==> src/rtl/e203_exu_alu_pipe.sv <==
// Single-stage ALU with a valid/ready request/response handshake and an independent
// bank of shared-buffer registers. One shared XLEN+1-bit adder serves add, subtract and all compares.
module e203_exu_alu_pipe #(
    parameter int XLEN  = 32,
    parameter int NSBF  = 2,
    parameter int SBF_W = 33,
    parameter int TAG_W = 2
) (
    input  logic                  clk,
    input  logic                  rst_n,
    input  logic                  req_valid,
    output logic                  req_ready,
    input  logic [3:0]            req_op,
    input  logic [XLEN-1:0]       req_op1,
    input  logic [XLEN-1:0]       req_op2,
    input  logic [TAG_W-1:0]      req_tag,
    output logic                  rsp_valid,
    input  logic                  rsp_ready,
    output logic [XLEN-1:0]       rsp_res,
    output logic                  rsp_cmp,
    output logic [TAG_W-1:0]      rsp_tag,
    input  logic                  sbf_clr,
    input  logic [NSBF-1:0]       sbf_ena,
    input  logic [NSBF*SBF_W-1:0] sbf_nxt,
    output logic [NSBF*SBF_W-1:0] sbf_r
);

    localparam int SHW = $clog2(XLEN);

    typedef enum logic [3:0] {
        OP_ADD  = 4'd0,  OP_SUB  = 4'd1,  OP_XOR  = 4'd2,  OP_OR   = 4'd3,
        OP_AND  = 4'd4,  OP_SLL  = 4'd5,  OP_SRL  = 4'd6,  OP_SRA  = 4'd7,
        OP_SLT  = 4'd8,  OP_SLTU = 4'd9,  OP_LUI  = 4'd10, OP_MAX  = 4'd11,
        OP_MIN  = 4'd12, OP_MAXU = 4'd13, OP_MINU = 4'd14, OP_EQ   = 4'd15
    } op_e;

    op_e              op;
    logic             use_sub;
    logic             sign_ext;
    logic [XLEN:0]    a_ext;
    logic [XLEN:0]    b_ext;
    logic [XLEN:0]    sum;
    logic             lt;
    logic [SHW-1:0]   shamt;
    logic [XLEN-1:0]  res_d;
    logic             cmp_d;
    logic             accept;

    logic             rsp_valid_q;
    logic [XLEN-1:0]  rsp_res_q;
    logic             rsp_cmp_q;
    logic [TAG_W-1:0] rsp_tag_q;
    logic [SBF_W-1:0] sbf_q [NSBF];

    assign op        = op_e'(req_op);
    assign req_ready = !rsp_valid_q || rsp_ready;
    assign accept    = req_valid && req_ready;
    assign shamt     = req_op2[SHW-1:0];

    // The extra top bit of the difference is the signed or unsigned "less than" flag.
    assign use_sub  = (op != OP_ADD);
    assign sign_ext = (op == OP_SUB) || (op == OP_SLT) || (op == OP_MAX) || (op == OP_MIN);
    assign a_ext    = {sign_ext & req_op1[XLEN-1], req_op1};
    assign b_ext    = {sign_ext & req_op2[XLEN-1], req_op2};
    assign sum      = a_ext + (use_sub ? ~b_ext : b_ext) + {{XLEN{1'b0}}, use_sub};
    assign lt       = sum[XLEN];

    // NOTE: every always_comb output gets a default first so no path can infer a latch.
    always_comb begin
        res_d = '0;
        cmp_d = 1'b0;
        case (op)
            OP_ADD, OP_SUB:   res_d = sum[XLEN-1:0];
            OP_XOR:           res_d = req_op1 ^ req_op2;
            OP_OR:            res_d = req_op1 | req_op2;
            OP_AND:           res_d = req_op1 & req_op2;
            OP_SLL:           res_d = req_op1 << shamt;
            OP_SRL:           res_d = req_op1 >> shamt;
            OP_SRA:           res_d = $unsigned($signed(req_op1) >>> shamt);
            OP_SLT, OP_SLTU: begin
                cmp_d = lt;
                res_d = {{(XLEN-1){1'b0}}, lt};
            end
            OP_LUI:           res_d = req_op2;
            OP_MAX, OP_MAXU:  res_d = lt ? req_op2 : req_op1;
            OP_MIN, OP_MINU:  res_d = lt ? req_op1 : req_op2;
            OP_EQ: begin
                cmp_d = (req_op1 == req_op2);
                res_d = {{(XLEN-1){1'b0}}, cmp_d};
            end
            default:          res_d = '0;
        endcase
    end

    // NOTE: sequential state uses non-blocking assignments so every register samples pre-edge values.
    always_ff @(posedge clk or negedge rst_n) begin
        if (!rst_n) begin
            rsp_valid_q <= 1'b0;
            rsp_res_q   <= '0;
            rsp_cmp_q   <= 1'b0;
            rsp_tag_q   <= '0;
        end else if (accept) begin
            rsp_valid_q <= 1'b1;
            rsp_res_q   <= res_d;
            rsp_cmp_q   <= cmp_d;
            rsp_tag_q   <= req_tag;
        end else if (rsp_ready) begin
            rsp_valid_q <= 1'b0;
        end
    end

    assign rsp_valid = rsp_valid_q;
    assign rsp_res   = rsp_res_q;
    assign rsp_cmp   = rsp_cmp_q;
    assign rsp_tag   = rsp_tag_q;

    // NOTE: the buffer array is a handful of registers that must read zero in reset, so it is reset like any flop.
    always_ff @(posedge clk or negedge rst_n) begin
        if (!rst_n) begin
            for (int i = 0; i < NSBF; i++) sbf_q[i] <= '0;
        end else if (sbf_clr) begin
            for (int i = 0; i < NSBF; i++) sbf_q[i] <= '0;
        end else begin
            for (int i = 0; i < NSBF; i++) begin
                if (sbf_ena[i]) sbf_q[i] <= sbf_nxt[i*SBF_W +: SBF_W];
            end
        end
    end

    for (genvar g = 0; g < NSBF; g++) begin : g_sbf_out
        assign sbf_r[g*SBF_W +: SBF_W] = sbf_q[g];
    end

endmodule

==> config.mk <==
export PLATFORM = sky130hd
export DESIGN_NAME = e203_exu_alu_pipe
export DESIGN_NICKNAME = d
export VERILOG_FILES = /design/src/rtl/e203_exu_alu_pipe.sv
export SDC_FILE = /design/constraint.sdc
export NUM_CORES = 1
export LEC_CHECK = 0
export CAP_MARGIN = 20
export CORE_UTILIZATION = 35
export DETAILED_ROUTE_END_ITERATION = 12
export PLACE_DENSITY = 0.54
export SYNTH_ARGS = -nofsm -noshare
export SYNTH_HDL_FRONTEND = slang
export SYNTH_SLANG_ARGS = --single-unit
==> constraint.sdc <==
create_clock -name clk -period 2.8 [get_ports clk]
set_input_delay 0.56 -clock clk [delete_from_list [all_inputs] [get_ports clk]]
set_output_delay 0.56 -clock clk [all_outputs]
set_load 0.02 [all_outputs]
==> flow_summary.ini <==
[cells_and_area]
nFillCells = 3179
utilization_pct = 55.89
final_area_sq_um = 18930
layout-drive-gt1-share_pct = 27.98
syn2layout_area_growth_pct = 55.42
antenna_cells = 0
final_nets = 2345

[synth]
seq_area_frac_synth_pct = 20.96
syn_area_sq_um = 12180
yosysWarnings = 0
yosys-top-cells-area = dfrtp_1 (21%), mux2i_1 (10%), ha_1 (10%)
yosys.area.top_type = dfrtp_1
synthTopCellsByCount = nor2_1 (230), nand2_1 (125), mux2i_1 (124)
synth.distinct_cells = 75
synth_area_per_cell_sq_um = 8.002
synth_flop_cell = dfrtp_1
synthCells = 1522
synthMostInstantiatedCell = nor2_1
synth_edf_count = 0
async_flop_share_pct = 100.0
synth_nets = 1763
synth_seq_cells = 102
synth_top_area_share_pct = 20.96

[route]
drc_errors = 0
vias = 14670
drt_iter0_drc = 1173
wl_per_cell_um = 24.35
postRouteAntennaNets = 0
first_pass_iters = 6
viasPerCell = 5.736
drt_wl_total_um = 62270

[global_routing]
grt_pass1_wl_um = 91870
grt_pass1_vias = 14350
antenna_found_initial = 1
grt_overflow = 0
grt_usage_pct = 34.51
grt_max_degree = 68

[setup_path]
slowest_delay_ns = 0.35
crit_top_cell = buf_12
cp.arrival_ns = 4.17
critPathRequiredTime_ns = 3.06
startpoint = req_op[0]
r2r-start = rsp_valid
r2r-end = rsp_res[28]
endpoint = rsp_res[16]
crit_fanout = 6
path_class = in -> reg
critPathCaptureType = flip-flop
critPathSlowestCell = a221o_1
cp_cell_sequence = buf_8 -> nor4_4 -> buf_12 -> buf_12 -> xnor2_2 -> ha_1 -> and2_4 -> a221o_1 -> a221oi_2 -> a21bo_2 -> a31oi_4 -> a221o_1 -> a32o_2 -> buf_12 -> buf_12 -> buf_8 -> a22oi_2 -> a21oi_2
r2r_slack_ns = 0.43
reg2reg_depth = 9
start_kind = input pin

[sta]
setup_tns_ns = -32.38
timing.final.crit_share_pct = 139.6
tightest_slew_ns = 0.8392
setup_viol = 33
grt_setup_unrepaired = yes
fmax_ghz = 0.2558
relSlewSlack_pct = 44.05
clock_skew_ns = 0.01332
slew_violations = 0
fin_ws_ns = -1.109
min_period_ns = 3.909
finalHoldViolations = 0

[die]
die_h_um = 188.5
die_w_um = 188.5
core-area_sq_um = 33870
pin_count = 246
rows = 67
dieArea_sq_um = 35550
start_util_pct = 35.96

[power_and_ir_drop]
power.density_nw_per_um2 = 356.1
p_leak_nw = 8.625
max-vdd-ir-drop_uv = 382.1
power.total_mw = 6.741

[flow_run]
cap_violations = 0

[clock_tree]
ctsLongestPathBuffers = 2
cts.sinks = 102
clk_pin_slew_ns = 0.08
cts_root_buffer = clkbuf_16
cts_tree = done
htreeDepth = 3
clk-insertion-delay-late_ns = 0.38
cts_made_buffers = 9

[place]
port_buffers = 245
pre_cts_slack_ns = -2.001
gp_congestion = 1.014
placed_cell_area_sq_um = 18130
hpwl_um = 50500

[outcome]
violations = negative setup slack
status = finished with violations

[worst_hold_path]
min_path_type = in -> async
## repair_timing
action	in CTS	in global routing
buffers inserted	10	2
pin swaps	43	25
setup endpoints to repair	33	33
cloned	3	0
hold buffers	0	0
gates resized for setup	60	29
## report_power, final
part	internal, mW	total (mW)	switching [mW]
Sequential	1.63	1.74	0.116
Clock	0.636	1.30	0.666
Combinational	1.77	3.70	1.93
## layer usage
metal  global-route usage, %  share of wire (%)  up-vias
li1                        -                  -     6768
met1                   42.34                 40     7085
met2                   57.54                 46      684
met3                   5.662                7.4      129
met4                   18.98                6.0        2
met5                       0              0.021        -
## per-stage QoR
stage                     hold WS (ns)  cells
after floorplan                 0.2644   1522
after global placement          0.4593   2528
after detailed placement        0.4613   2528
after CTS                       0.1986   2556
after global routing            0.2321   2557
final                           0.1936   2557
## logic make-up (layout without fill, tap and decap cells)
group	count (synthesis)	after routing	synth area share, %
buf+inv	193	780	6.226
xor+xnor	57	57	4.099
mux	179	179	18.33
simple gates	495	495	17.93
compound gates	398	398	22.33
flops	102	102	20.96
fa+ha+maj	98	98	10.13
## registers in the layout (all words and copies together), names as in the netlist
| name | flops |
|---|---|
| rsp_cmp | 1 |
| rsp_tag | 2 |
| rsp_res | 32 |
| sbf_r | 66 |
| rsp_valid | 1 |
## cell type report
cell class / instances / area (sq um) / share of cell area (%)
clock buffers: 9 / 225.2 / 1.190
flip-flops and latches: 102 / 2552 / 13.48
well taps: 448 / 560.5 / 2.961
inverters: 74 / 277.8 / 1.467
repair buffers: 690 / 6018 / 31.79
clock inverters: 7 / 75.07 / 0.3966
multi-input cells: 1227 / 9220 / 48.71
## layout by cell type (no fill, tap or decap), types with 9 or more instances in the layout
cell	n
a211oi_1	15
a21o_1	11
a21oi_1	97
a221oi_1	19
a221oi_2	10
a22oi_1	18
a31oi_1	24
and3_1	9
buf_12	16
buf_2	9
buf_4	422
clkbuf_16	9
clkdlybuf4s50_1	231
dfrtp_1	102
ha_1	97
inv_1	70
mux2_2	22
mux2i_1	123
mux4_2	33
nand2_1	122
nand3_1	31
nand4_1	16
nor2_1	229
nor3_1	20
o211ai_1	17
o21a_1	15
o21ai_0	59
o22ai_1	13
or3_1	9
xnor2_1	40
xor2_1	13
## critical path: cells and delay by family
| kind | cells | cell delay [ns] |
|---|---|---|
| AO/OA/AOI/OAI | 8 | 1.90 |
| XOR/XNOR | 1 | 0.10 |
| adder cells (fa/ha/maj) | 1 | 0.27 |
| buffers and inverters | 6 | 0.84 |
| AND/OR/NAND/NOR | 2 | 0.46 |
## how the worst min path moves through the flow
stage	from	end	slack (ns)	cells after the start
floorplan	rst_n	rsp_cmp	0.26	0
global placement	rsp_tag[0]	rsp_tag[0]	0.46	2
detailed placement	rsp_tag[1]	rsp_tag[1]	0.46	2
CTS	rst_n	sbf_r[48]	0.20	1
global route	rst_n	sbf_r[48]	0.23	1
finish	rst_n	sbf_r[48]	0.19	1
(Power assumes the default switching activity.)
